==> src/rtl/mc_sequencer.sv <==
// Multicycle control sequencer: fetches instructions, reads an 8x32 register file,
// drives the ALU and writes back results. Optional perf counters via MC_SEQ_PERF_EN.
module mc_sequencer #(
    parameter int PC_W = 8
) (
    input  logic            clk,
    input  logic            rst,
    output logic            imem_req,
    output logic [PC_W-1:0] imem_addr,
    input  logic            imem_valid,
    input  logic [31:0]     imem_data,
    output logic [31:0]     alu_ip_0,
    output logic [31:0]     alu_ip_1,
    output logic [2:0]      alu_opcode,
    input  logic [31:0]     alu_op_0,
    input  logic            alu_change_pc,
    output logic            halted,
    output logic [PC_W-1:0] pc,
    input  logic [2:0]      dbg_sel,
    output logic [31:0]     dbg_data
`ifdef MC_SEQ_PERF_EN
   ,output logic [31:0]     perf_cycles,
    output logic [31:0]     perf_retired
`endif
);

    typedef enum logic [2:0] {
        ST_IDLE      = 3'd0,
        ST_FETCH     = 3'd1,
        ST_DECODE    = 3'd2,
        ST_EXECUTE   = 3'd3,
        ST_WRITEBACK = 3'd4,
        ST_HALT      = 3'd5
    } state_t;

    localparam logic [2:0] OP_LDI  = 3'b000;
    localparam logic [2:0] OP_HALT = 3'b001;
    localparam logic [2:0] OP_BEQ  = 3'b010;
    localparam logic [2:0] OP_BLT  = 3'b011;

    state_t            state_r, state_s;
    logic [PC_W-1:0]   pc_r;
    logic [31:0]       ir_r, a_r, b_r, res_r;
    logic              tk_r;
    logic [31:0]       rf_r [0:7];
    logic              imem_req_r, halted_r;
    logic [2:0]        alu_opcode_r;

    logic [2:0]        op_s, rd_s, rs1_s, rs2_s;
    logic [19:0]       imm_s;
    logic [PC_W-1:0]   pc_next_s, branch_tgt_s;

    // R0 always reads as zero regardless of storage contents
    function automatic logic [31:0] reg_read(input logic [2:0] sel);
        return (sel == 3'd0) ? 32'd0 : rf_r[sel];
    endfunction

    assign op_s   = ir_r[31:29];
    assign rd_s   = ir_r[28:26];
    assign rs1_s  = ir_r[25:23];
    assign rs2_s  = ir_r[22:20];
    assign imm_s  = ir_r[19:0];

    // Sign extension of imm[PC_W-1:0] to PC_W bits is the identity, so modulo add suffices
    assign pc_next_s    = pc_r + {{(PC_W-1){1'b0}}, 1'b1};
    assign branch_tgt_s = pc_r + imm_s[PC_W-1:0];

    assign imem_req   = imem_req_r;
    assign imem_addr  = pc_r;
    assign pc         = pc_r;
    assign halted     = halted_r;
    assign alu_opcode = alu_opcode_r;
    assign alu_ip_0   = a_r;
    assign alu_ip_1   = b_r;
    assign dbg_data   = reg_read(dbg_sel);

    // Next-state decode
    always_comb begin
        state_s = state_r;
        case (state_r)
            ST_IDLE:      state_s = ST_FETCH;
            ST_FETCH: begin
                if (imem_req_r && imem_valid) begin
                    state_s = ST_DECODE;
                end else begin
                    state_s = ST_FETCH;
                end
            end
            ST_DECODE:    state_s = ST_EXECUTE;
            ST_EXECUTE: begin
                if (op_s == OP_HALT) begin
                    state_s = ST_HALT;
                end else begin
                    state_s = ST_WRITEBACK;
                end
            end
            ST_WRITEBACK: state_s = ST_FETCH;
            ST_HALT:      state_s = ST_HALT;
            default:      state_s = ST_IDLE;
        endcase
    end

    // State, datapath registers and registered outputs
    always_ff @(posedge clk) begin
        if (rst) begin
            state_r      <= ST_IDLE;
            pc_r         <= '0;
            ir_r         <= 32'd0;
            a_r          <= 32'd0;
            b_r          <= 32'd0;
            res_r        <= 32'd0;
            tk_r         <= 1'b0;
            imem_req_r   <= 1'b0;
            halted_r     <= 1'b0;
            alu_opcode_r <= 3'd0;
            for (int i = 0; i < 8; i++) begin
                rf_r[i] <= 32'd0;
            end
        end else begin
            state_r      <= state_s;
            imem_req_r   <= (state_s == ST_FETCH);
            halted_r     <= (state_s == ST_HALT);
            alu_opcode_r <= (state_s == ST_EXECUTE) ? ir_r[31:29] : 3'd0;
            case (state_r)
                ST_FETCH: begin
                    if (imem_req_r && imem_valid) begin
                        ir_r <= imem_data;
                    end
                end
                ST_DECODE: begin
                    a_r <= reg_read(rs1_s);
                    b_r <= reg_read(rs2_s);
                end
                ST_EXECUTE: begin
                    res_r <= alu_op_0;
                    tk_r  <= alu_change_pc;
                end
                ST_WRITEBACK: begin
                    if (rd_s != 3'd0) begin
                        if (op_s == OP_LDI) begin
                            rf_r[rd_s] <= {12'd0, imm_s};
                        end else if (op_s[2]) begin
                            rf_r[rd_s] <= res_r;
                        end
                    end
                    if ((op_s == OP_BEQ) || (op_s == OP_BLT)) begin
                        pc_r <= tk_r ? branch_tgt_s : pc_next_s;
                    end else begin
                        pc_r <= pc_next_s;
                    end
                end
                default: ;
            endcase
        end
    end

`ifdef MC_SEQ_PERF_EN
    logic [31:0] perf_cycles_r, perf_retired_r;

    assign perf_cycles  = perf_cycles_r;
    assign perf_retired = perf_retired_r;

    // Free-running cycle and retirement counters
    always_ff @(posedge clk) begin
        if (rst) begin
            perf_cycles_r  <= 32'd0;
            perf_retired_r <= 32'd0;
        end else begin
            perf_cycles_r <= perf_cycles_r + 32'd1;
            if (state_r == ST_WRITEBACK) begin
                perf_retired_r <= perf_retired_r + 32'd1;
            end
        end
    end
`endif

endmodule
==> config.mk <==
export PLATFORM = sky130hd
export DESIGN_NAME = mc_sequencer
export DESIGN_NICKNAME = d
export VERILOG_FILES = /design/src/rtl/mc_sequencer.sv
export SDC_FILE = /design/constraint.sdc
export NUM_CORES = 1
export LEC_CHECK = 0
export BUFFER_PORTS_ARGS = -buffer_cell sky130_fd_sc_hd__buf_2
export CAP_MARGIN = 10
export CORE_MARGIN = 2
export CORE_UTILIZATION = 45
export CTS_CLUSTER_SIZE = 12
export DETAILED_ROUTE_END_ITERATION = 7
export PLACE_DENSITY = 0.73
export SLEW_MARGIN = 20
export SYNTH_ARGS = -nofsm -noshare
export SYNTH_HDL_FRONTEND = slang
export SYNTH_SLANG_ARGS = --single-unit
==> constraint.sdc <==
create_clock -name clk -period 2.8 [get_ports clk]
set_input_delay 0.28 -clock clk [delete_from_list [all_inputs] [get_ports clk]]
set_output_delay 0.28 -clock clk [all_outputs]
set_load 0.01 [all_outputs]
==> impl_metrics.py, run 1 <==
metrics = {
    "timing": {
        "worst_slack_ns": 0.4154,
        "grt_setup_unrepaired": "no",
        "maxSlewViolCount": 0,
        "setup_violations": 0,
        "clock_skew_ns": 0.03617,
        "finalSetupTns_ns": 0,
        "slew_headroom": 0.2463,
        "fin_crit_ns": 2.385,
        "min_period_over_period": 0.8517,
        "tightest_slew_ns": 1.131,
        "max_freq_mhz": 419.4,
        "hold_violations": 0,
    },
    "synth": {
        "syn_inst": 1631,
        "ys_ff_latch": 407,
        "synth_area_leaders": "edfxtp_1 38%, mux4_2 18%, dfxtp_1 15%",
        "syn_avg_cell_area_um2": 12.51,
        "async_flop_share": 0,
        "synth_area_mm2": 0.02041,
        "yosys.area.top_type_share": 0.3767,
        "yosysTopAreaCell": "edfxtp_1",
        "synth_edf_count": 256,
        "yosysSeqAreaShare": 0.5248,
        "ys_warn_count": 0,
        "synthDistinctLibCells": 60,
        "yosys_most_used_dff": "edfxtp_1",
    },
    "place": {
        "hpwl_um": 36450,
        "io_buffers": 187,
        "place_ws_ns": 0.4404,
        "place_congestion": 0.8434,
    },
    "die": {
        "initial_utilization": 0.4527,
        "die_h_um": 217.0,
        "ios": 188,
        "rows": 78,
        "die_w_um": 217.0,
        "core_area_mm2": 0.04509,
        "fp.dieArea_mm2": 0.04707,
    },
    "worst_setup_path": {
        "cp-start-kind": "flip-flop",
        "cp_max_fo": 14,
        "end_kind": "flip-flop",
        "worstPathRequired_ns": 3.12,
        "critical_path_class": "reg -> reg",
        "arrival_ns": 2.70,
    },
    "routing": {
        "vias_per_cell": 5.815,
        "drc": 0,
        "dr.pass1.iters": 5,
        "ant_nets": 0,
        "wl_um": 57970,
        "vias": 14647,
        "first_iter_violations": 1450,
        "wire_per_inst_um": 23.01,
    },
    "cts": {
        "max-clock-path-buffers": 3,
        "cts-root-buf": "clkbuf_16",
        "cts_buffers": 44,
        "path_clk_slew_ns": 0.06,
        "htree_levels": 2,
        "worstSkewPairLatency_ns": 0.60,
        "cts_tree": "built",
        "cts_resized": 0,
        "clock_sinks": 407,
    },
    "final_layout": {
        "num_antenna_cells": 0,
        "nets": 1964,
        "nFillCells": 3772,
        "drive_gt1_frac": 0.3095,
        "syn_to_final_growth_pct": 19.26,
        "fin_util": 0.5398,
    },
    "power_and_ir_drop": {
        "peakVddDrop_uv": 406.5,
        "power.leakage_nw": 8.691,
        "total_power_mw": 13.63,
        "power_density_mw_per_mm2": 559.9,
    },
    "grt": {
        "grt_max_degree": 175,
        "grt_pass1_vias": 14674,
        "grt_overflow": 0,
        "antenna_found_initial": 0,
        "grt.total_usage": 0.2470,
        "grt_pass1_wl_um": 88140,
    },
    "flow_run": {
        "maxCapViolations": 0,
    },
    "min_path": {
        "min_path_type": "in -> reg",
    },
    "run_status": {
        "status": "finished, final reports clean",
    },
}
synth_stat cells (all sizes together) (2+ instances only):
master / number
nand4: 2
a211oi: 5
nor4b: 2
o21ai: 14
inv: 36
buf: 55
or2: 2
a21oi: 105
or3: 2
and2: 87
xor2: 2
nand3: 4
a221oi: 32
nor2: 233
a22oi: 66
mux2i: 21
nand2: 163
nor3b: 4
ha: 8
mux4: 160
and2b: 2
nor3: 5
edfxtp: 256
and3: 4
clkbuf: 85
nand2b: 2
nor2b: 3
mux2: 96
and3b: 2
nand3b: 3
dfxtp: 151
stage by stage:
| stage | hold WS (ns) | instance area [µm²] | instances |
|---|---|---|---|
| 3_5_place_dp | 0.4493 | 22320 | 2377 |
| 6_report | 0.04105 | 24340 | 2519 |
| 5_1_grt | 0.02902 | 24340 | 2519 |
| 2_1_floorplan | 0.4160 | 20530 | 1662 |
| 3_3_place_gp | 0.4430 | 22320 | 2377 |
| 4_1_cts | 0.001488 | 24340 | 2519 |
worst paths after layout:
path | startpoint | to | slack, ns | cells after the start
max | state_r[2] | rf_r[2][0] | 0.42 | 6
min | imem_data[22] | flip-flop | 0.04 | 3
max reg2reg | state_r[2] | rf_r[2][0] | 0.42 | 6
min reg2reg | ir_r[18] | ir_r[18] | 0.45 | 2
registers in the layout, indices dropped and copies added, names as in the netlist, named ones only:
register	cells
alu_ip_0	32
imem_addr	8
rf_r	256
alu_opcode	3
imem_req	1
state_r	3
alu_ip_1	32
res_r	32
ir_r	32
tk_r	1
halted	1
area by class of cell:
type | instances | area, µm² | share of cell area
clock inverter | 17 | 167.7 | 0.006888
clock buffer | 64 | 1246 | 0.05120
timing repair buffer | 316 | 2301 | 0.09454
sequential | 407 | 10720 | 0.4404
tap | 600 | 750.7 | 0.03084
multi-input combinational | 1079 | 9019 | 0.3705
inverter | 36 | 135.1 | 0.005552
cell usage in the layout, fill, tap and decap left out, drive strengths merged, types with 3 or more instances in the layout:
cell type / n
edfxtp: 256
buf: 255
nor2: 233
nand2: 163
mux4: 160
dfxtp: 151
a21oi: 105
mux2: 96
and2: 87
a22oi: 66
clkbuf: 64
dlygate4sd3: 61
inv: 36
a221oi: 32
conb: 32
mux2i: 21
clkinv: 16
o21ai: 14
ha: 8
a211oi: 5
nor3: 5
nand3: 4
nor3b: 4
and3: 4
nand3b: 3
nor2b: 3
repair_timing:
action / 4_1_cts / 5_1_grt
endpoints found under the hold margin: 64 / 0
setup buffers: 0 / 0
hold buffers: 61 / 0
routing by layer:
metal	part of all wire	track usage	up-vias	wire, µm
li1	-	-	6576	-
met1	0.42	0.3484	7252	24210
met2	0.46	0.3849	733	26810
met3	0.098	0.05814	86	5688
met4	0.022	0.06689	0	1252
met5	0	0	-	0
cells by family after synthesis:
group,count (synthesis),synth area share
simple gates,523,0.1138
flops,407,0.5248
fa+ha+maj,9,0.005885
buf+inv,176,0.03966
xor+xnor,2,0.0008584
mux,277,0.2398
other cells,1,0.0001837
compound gates,236,0.07498
worst max-delay path, stage by stage, from the launching register on:
cell     delay [ns]
dfxtp_1        0.47
nor4b_4        0.32
o311a_2        0.62
buf_4          0.24
mux2i_1        0.22
buf_4          0.19
nor2_1         0.06
report_power, final:
part           internal [mW]  switching (mW)  total (mW)
combinational          0.640           0.655        1.30
clock                   3.21            2.42        5.63
sequential              6.55           0.151        6.70
total                   10.4            3.23        13.6
Power figures use the tool's default switching activity.
==> inputs of run 2 (changes only) <==
--- a/config.mk
+++ b/config.mk
@@ -11,7 +11,7 @@
 export CORE_UTILIZATION = 45
 export CTS_CLUSTER_SIZE = 12
 export DETAILED_ROUTE_END_ITERATION = 7
-export PLACE_DENSITY = 0.73
+export PLACE_DENSITY = 0.76
 export SLEW_MARGIN = 20
 export SYNTH_ARGS = -nofsm -noshare
 export SYNTH_HDL_FRONTEND = slang
==> constraint.sdc (replaced) <==
create_clock -name clk -period 2.1 [get_ports clk]
set_input_delay 0.42 -clock clk [delete_from_list [all_inputs] [get_ports clk]]
set_output_delay 0.42 -clock clk [all_outputs]
set_load 0.01 [all_outputs]
==> run 2 against run 1 <==
  * Largest cell class unchanged
  * Clock power grew 34%
  * Clock skew grew 0.00086 ns
  * Register-to-register slack lost 0.36 ns
  * Critical path depth shrank 2
  * Sequential share of layout area shrank 2.7 points
  * Non-clock buffer count grew 108
  * Via count grew 7.4%
  * Global-route usage grew 0.70 points
  * Flip-flop and latch count is the same
  * The flow now finishes with violations (negative setup slack)
  * Power grew 36%
  * Critical endpoint is now dbg_data[11]
  * Count of clock-buffer cells in the layout grew 3
  * Worst hold slack gained 0.048 ns
==> impl_metrics.py, run 2 (same netlist as run 1, synthesis figures left out) <==
metrics = {
    "run_status": {
        "status": "complete, but fails checks",
        "violations": "negative setup slack",
    },
    "timing": {
        "hold_violations": 0,
        "grt_setup_unrepaired": "yes",
        "clock_skew_ns": 0.03703,
        "slew_headroom": 0.5486,
        "setup_violations": 32,
        "fin_crit_ns": 2.295,
        "worst_slack_ns": -0.1955,
        "min_period_over_period": 1.093,
        "maxSlewViolCount": 0,
        "whs_ns": 0.08950,
        "max_freq_mhz": 435.6,
        "tightest_slew_ns": 0.6771,
    },
    "final_layout": {
        "nets": 2073,
        "most-common-layout-cells": "256 x edfxtp_1, 230 x nor2_1, 198 x buf_4",
        "final_common_cell": "edfxtp_1",
        "syn_to_final_growth_pct": 27.05,
        "drive_gt1_frac": 0.4261,
        "largest_reg_flops": 256,
        "nFillCells": 3444,
        "final_cells": 2632,
        "top_register": "rf_r",
    },
    "flow_run": {
        "maxCapViolations": 0,
    },
    "routing": {
        "vias": 15733,
        "vias_per_cell": 5.978,
        "wl_um": 61820,
        "ant_nets": 0,
        "drc": 0,
        "first_iter_violations": 1929,
        "dr.pass1.iters": 5,
        "wire_per_inst_um": 23.49,
    },
    "die": {
        "initial_utilization": 0.4527,
        "die_h_um": 217.0,
        "rows": 78,
        "ios": 188,
        "fp.dieArea_mm2": 0.04707,
        "core_area_mm2": 0.04509,
        "die_w_um": 217.0,
    },
    "grt": {
        "grt_pass1_wl_um": 90860,
        "grt_pass1_vias": 15351,
        "busiest_layer": "met2",
        "use_met1": 0.3464,
        "grt_max_degree": 113,
        "grt_use_met2": 0.4052,
        "grt.total_usage": 0.2540,
        "grt_overflow": 0,
        "antenna_found_initial": 3,
        "grtUsageMet3": 0.05073,
    },
    "cts": {
        "clock_sinks": 407,
        "path_clk_slew_ns": 0.06,
        "cts_tree": "built",
        "htree_levels": 2,
        "cts_buffers": 45,
        "worstSkewPairLatency_ns": 0.60,
        "cts-root-buf": "clkbuf_16",
        "max-clock-path-buffers": 3,
    },
    "worst_setup_path": {
        "critPathLaunch": "rf_r[7][11]",
        "cp-start-kind": "flip-flop",
        "arrival_ns": 1.88,
        "end_kind": "output port",
        "critical_path_class": "reg -> out",
        "worst_path_largest_cell_delay_ns": 0.54,
        "worstPathRequired_ns": 1.68,
        "cp_cell_sequence": "mux4_2 -> inv_2 -> a21oi_2 -> buf_2",
        "reg2reg_from": "ir_r[3]",
        "cp_max_fo": 3,
        "slowest_stage": "mux4_2",
    },
    "power_and_ir_drop": {
        "power_density_mw_per_mm2": 715.6,
        "power.leakage_nw": 9.496,
        "peakVddDrop_uv": 543.5,
    },
    "min_path": {
        "min_path_type": "in -> reg",
        "hp-start": "imem_data[30]",
    },
    "place": {
        "place_congestion": 0.8757,
        "io_buffers": 187,
        "hpwl_um": 38350,
        "placedCellCount": 2430,
    },
}
run 2: cell types whose count changed in the layout (fill, tap and decap cells not counted), moves of 13 or more:
cell,delta
dlygate4sd3_1,-61
a221oi_4,+13
buf_12,+20
a21oi_2,+23
a221oi_1,-30
a221oi_2,+17
buf_4,+149
inv_1,-28
a21oi_1,-29
inv_2,+28
run 2: worst paths after layout:
| check | end | slack, ns | cells after the start |
|---|---|---|---|
| worst max-delay path | dbg_data[11] | -0.20 | 4 |
| worst min register to register | res_r[0] | 0.45 | 2 |
| worst max register to register | imem_addr[7] | 0.06 | 6 |
| worst min-delay path | ir_r[30] | 0.09 | 3 |
run 2: cell type report:
type                       count  area, µm²  area share
tap                          600      750.7     0.02895
clock inverter                17      115.1    0.004439
sequential                   407      10720      0.4136
multi-input combinational   1079       9663      0.3727
timing repair buffer         424       3247      0.1252
inverter                      36      135.1    0.005211
antenna                        2      5.005   0.0001930
clock buffer                  67       1290     0.04975
run 2: timing repair:
action	CTS	global route
setup buffers	78	40
endpoints found under the setup margin	36	40
gates resized for setup	86	49
pin swaps	21	9
hold buffers	0	0
endpoints found under the hold margin	0	0
run 2: metrics by stage:
| step | area [µm²] | setup slack (ns) | total power [mW] | util | setup TNS, ns |
|---|---|---|---|---|---|
| floorplan | 20610 | 0.009875 | 10.10 | - | 0 |
| detailed placement | 23030 | -0.1435 | 10.83 | 0.5107 | -3.073 |
| global route | 25930 | -0.2270 | 19.10 | 0.5750 | -4.883 |
| global placement | 23030 | -0.1113 | 10.76 | 0.5107 | -1.551 |
| finish | 25930 | -0.1955 | 18.56 | 0.5751 | -3.455 |
| CTS | 25350 | -0.1873 | 18.48 | 0.5622 | -3.479 |
run 2: metal layers:
| metal | part of all wire | routed length [µm] | up-vias |
|---|---|---|---|
| met5 | 0.00021 | 13 | - |
| met4 | 0.034 | 2078 | 2 |
| met3 | 0.11 | 6526 | 170 |
| met2 | 0.48 | 29400 | 1012 |
| met1 | 0.39 | 23810 | 7769 |
| li1 | - | - | 6780 |
run 2: worst max-delay path: cells and delay by family (launching register included):
kind,cells,cell delay [ns]
muxes,1,0.54
DFF,1,0.44
buffers and inverters,2,0.24
AOI/OAI and AO/OA,1,0.06
run 2: power breakdown:
part           internal (mW)  total (mW)  switching (mW)
clock                   4.27        7.55            3.28
combinational           1.04        2.08            1.04
sequential              8.73        8.92           0.193
total                   14.0        18.6            4.52
==> inputs of run 3 (changes only) <==
--- a/config.mk
+++ b/config.mk
@@ -8,10 +8,10 @@
 export BUFFER_PORTS_ARGS = -buffer_cell sky130_fd_sc_hd__buf_2
 export CAP_MARGIN = 10
 export CORE_MARGIN = 2
-export CORE_UTILIZATION = 45
+export CORE_UTILIZATION = 50
 export CTS_CLUSTER_SIZE = 12
 export DETAILED_ROUTE_END_ITERATION = 7
-export PLACE_DENSITY = 0.76
+export PLACE_DENSITY = 0.82
 export SLEW_MARGIN = 20
 export SYNTH_ARGS = -nofsm -noshare
 export SYNTH_HDL_FRONTEND = slang
==> run 3 against run 2 <==
  * The flow still finishes with violations (negative setup slack)
  * Combinational power barely moved
  * Largest cell class unchanged
  * Power increased by 2.6%
  * Non-clock buffer count rose by 8
  * Sequential power is essentially flat
  * Clock skew is 0.0021 ns higher
  * Register-to-register slack barely moved
  * Count of clock-buffer cells in the layout is 1 lower
==> impl_metrics.py, run 3 (same netlist as run 1, synthesis figures left out) <==
metrics = {
    "cts": {
        "path_clk_slew_ns": 0.06,
        "worstSkewPairLatency_ns": 0.60,
        "cts-root-buf": "clkbuf_16",
        "cts_tree": "built",
        "max-clock-path-buffers": 3,
        "cts_buffers": 45,
        "htree_levels": 2,
        "clock_sinks": 407,
    },
    "grt": {
        "grt.total_usage": 0.2852,
        "grt_pass1_wl_um": 90920,
        "antenna_found_initial": 2,
        "grt_pass1_vias": 15916,
        "grt_max_degree": 137,
        "grt_overflow": 0,
    },
    "routing": {
        "vias": 15903,
        "wl_um": 61480,
        "first_iter_violations": 1622,
        "vias_per_cell": 6.181,
        "wire_per_inst_um": 23.90,
        "dr.pass1.iters": 5,
        "drc": 0,
        "ant_nets": 0,
    },
    "run_status": {
        "violations": "negative setup slack",
        "status": "complete, but fails checks",
    },
    "die": {
        "ios": 188,
        "initial_utilization": 0.5033,
        "core_area_mm2": 0.04055,
        "die_h_um": 206.0,
        "die_w_um": 206.0,
        "fp.dieArea_mm2": 0.04245,
        "rows": 74,
    },
    "timing": {
        "fin_crit_ns": 2.262,
        "slew_headroom": 0.4902,
        "hold_violations": 0,
        "setup_violations": 32,
        "clock_skew_ns": 0.03918,
        "worst_slack_ns": -0.1618,
        "min_period_over_period": 1.077,
        "maxSlewViolCount": 0,
        "tightest_slew_ns": 0.7647,
        "grt_setup_unrepaired": "yes",
        "max_freq_mhz": 442.1,
    },
    "worst_setup_path": {
        "critical_path_class": "reg -> out",
        "crit_path_end": "dbg_data[11]",
        "crit_cells": 4,
        "cp_top_family": "flip-flops",
        "cp_cell_sequence": "mux2_4 -> a221oi_4 -> a21oi_2 -> buf_2",
        "crit_buf_inv": 1,
        "slowest_stage": "edfxtp_1",
        "end_kind": "output port",
        "rr_worst_depth": 6,
        "arrival_ns": 1.84,
        "reg2reg_from": "imem_addr[3]",
        "worst_path_largest_cell_delay_ns": 0.43,
        "reg2reg_to": "imem_addr[7]",
        "worstPathRequired_ns": 1.68,
        "cp_max_fo": 2,
        "critPathLaunch": "rf_r[3][11]",
        "r2r_setup_slack_ns": 0.05,
        "cp-start-kind": "flip-flop",
    },
    "final_layout": {
        "syn_to_final_growth_pct": 26.65,
        "nets": 2081,
        "finalInstanceArea_mm2": 0.02585,
        "largest_reg_flops": 256,
        "final_common_cell": "edfxtp_1",
        "top_register": "rf_r",
        "drive_gt1_frac": 0.4264,
        "most-common-layout-cells": "256 x edfxtp_1, 230 x nor2_1, 209 x buf_4",
    },
    "power_and_ir_drop": {
        "power.leakage_nw": 9.581,
        "peakVddDrop_uv": 544.9,
        "power_density_mw_per_mm2": 736.8,
        "total_power_mw": 19.05,
    },
    "place": {
        "io_buffers": 187,
        "place_area_mm2": 0.02293,
        "place_congestion": 0.9348,
        "hpwl_um": 38180,
    },
    "min_path": {
        "min_path_type": "in -> reg",
    },
    "flow_run": {
        "maxCapViolations": 0,
    },
}
==> run 3: layout make-up <==
| type | instances | area [µm²] |
|---|---|---|
| diodes | 3 | 7.507 |
| inverters | 36 | 135.1 |
| clock inverters | 18 | 245.2 |
| clock buffers | 66 | 1247 |
| multi-input cells | 1079 | 9549 |
| well taps | 532 | 665.6 |
| repair buffers | 432 | 3273 |
| fillers | 2828 | 14710 |
| flip-flops and latches | 407 | 10730 |
==> run 3: per-layer routing <==
layer | up-vias | wire (µm) | global-route usage
met5 | - | 0 | 0
met4 | 0 | 2913 | 0.1370
met3 | 227 | 6844 | 0.06149
met2 | 1153 | 29290 | 0.4638
met1 | 7722 | 22430 | 0.3650
li1 | 6801 | - | -
==> run 3: through the flow <==
step / instances / hold WS (ns) / worst slack (ns) / util / setup TNS, ns
after floorplan: 1662 / 0.4357 / 0.009875 / - / 0
after global placement: 2364 / 0.4409 / -0.1576 / 0.5654 / -2.980
after detailed placement: 2364 / 0.4478 / -0.1716 / 0.5654 / -4.037
after CTS: 2532 / 0.06039 / -0.1936 / 0.6255 / -3.407
after global routing: 2570 / 0.08611 / -0.1867 / 0.6372 / -5.040
final: 2573 / 0.08233 / -0.1618 / 0.6374 / -3.806
==> run 3: report_power, final <==
group	switching [mW]	internal (mW)
sequential	0.203	8.73
clock	3.30	4.76
combinational	1.02	1.02
==> run 3: worst min path at each step <==
| stage | startpoint | end | depth (start not counted) |
|---|---|---|---|
| after floorplan | ir_r[10] | ir_r[10] | 2 |
| after global placement | res_r[7] | res_r[7] | 2 |
| after detailed placement | res_r[17] | res_r[17] | 2 |
| after CTS | alu_op_0[23] | res_r[23] | 3 |
| after global routing | alu_op_0[26] | res_r[26] | 3 |
| final | alu_op_0[26] | res_r[26] | 3 |
==> run 3: repair_timing <==
| action | in CTS | in global routing |
|---|---|---|
| gates resized for setup | 90 | 34 |
| pin swaps | 24 | 13 |
| hold buffers | 0 | 0 |
| hold endpoints to repair | 0 | 0 |
| endpoints found under the setup margin | 33 | 36 |
| setup buffers | 85 | 39 |
==> run 3: worst min-delay path: cells and delay by family <==
kind / cells / cell delay (ns)
simple gates: 1 / 0.04
buf+inv: 1 / 0.10
compound gates: 1 / 0.05
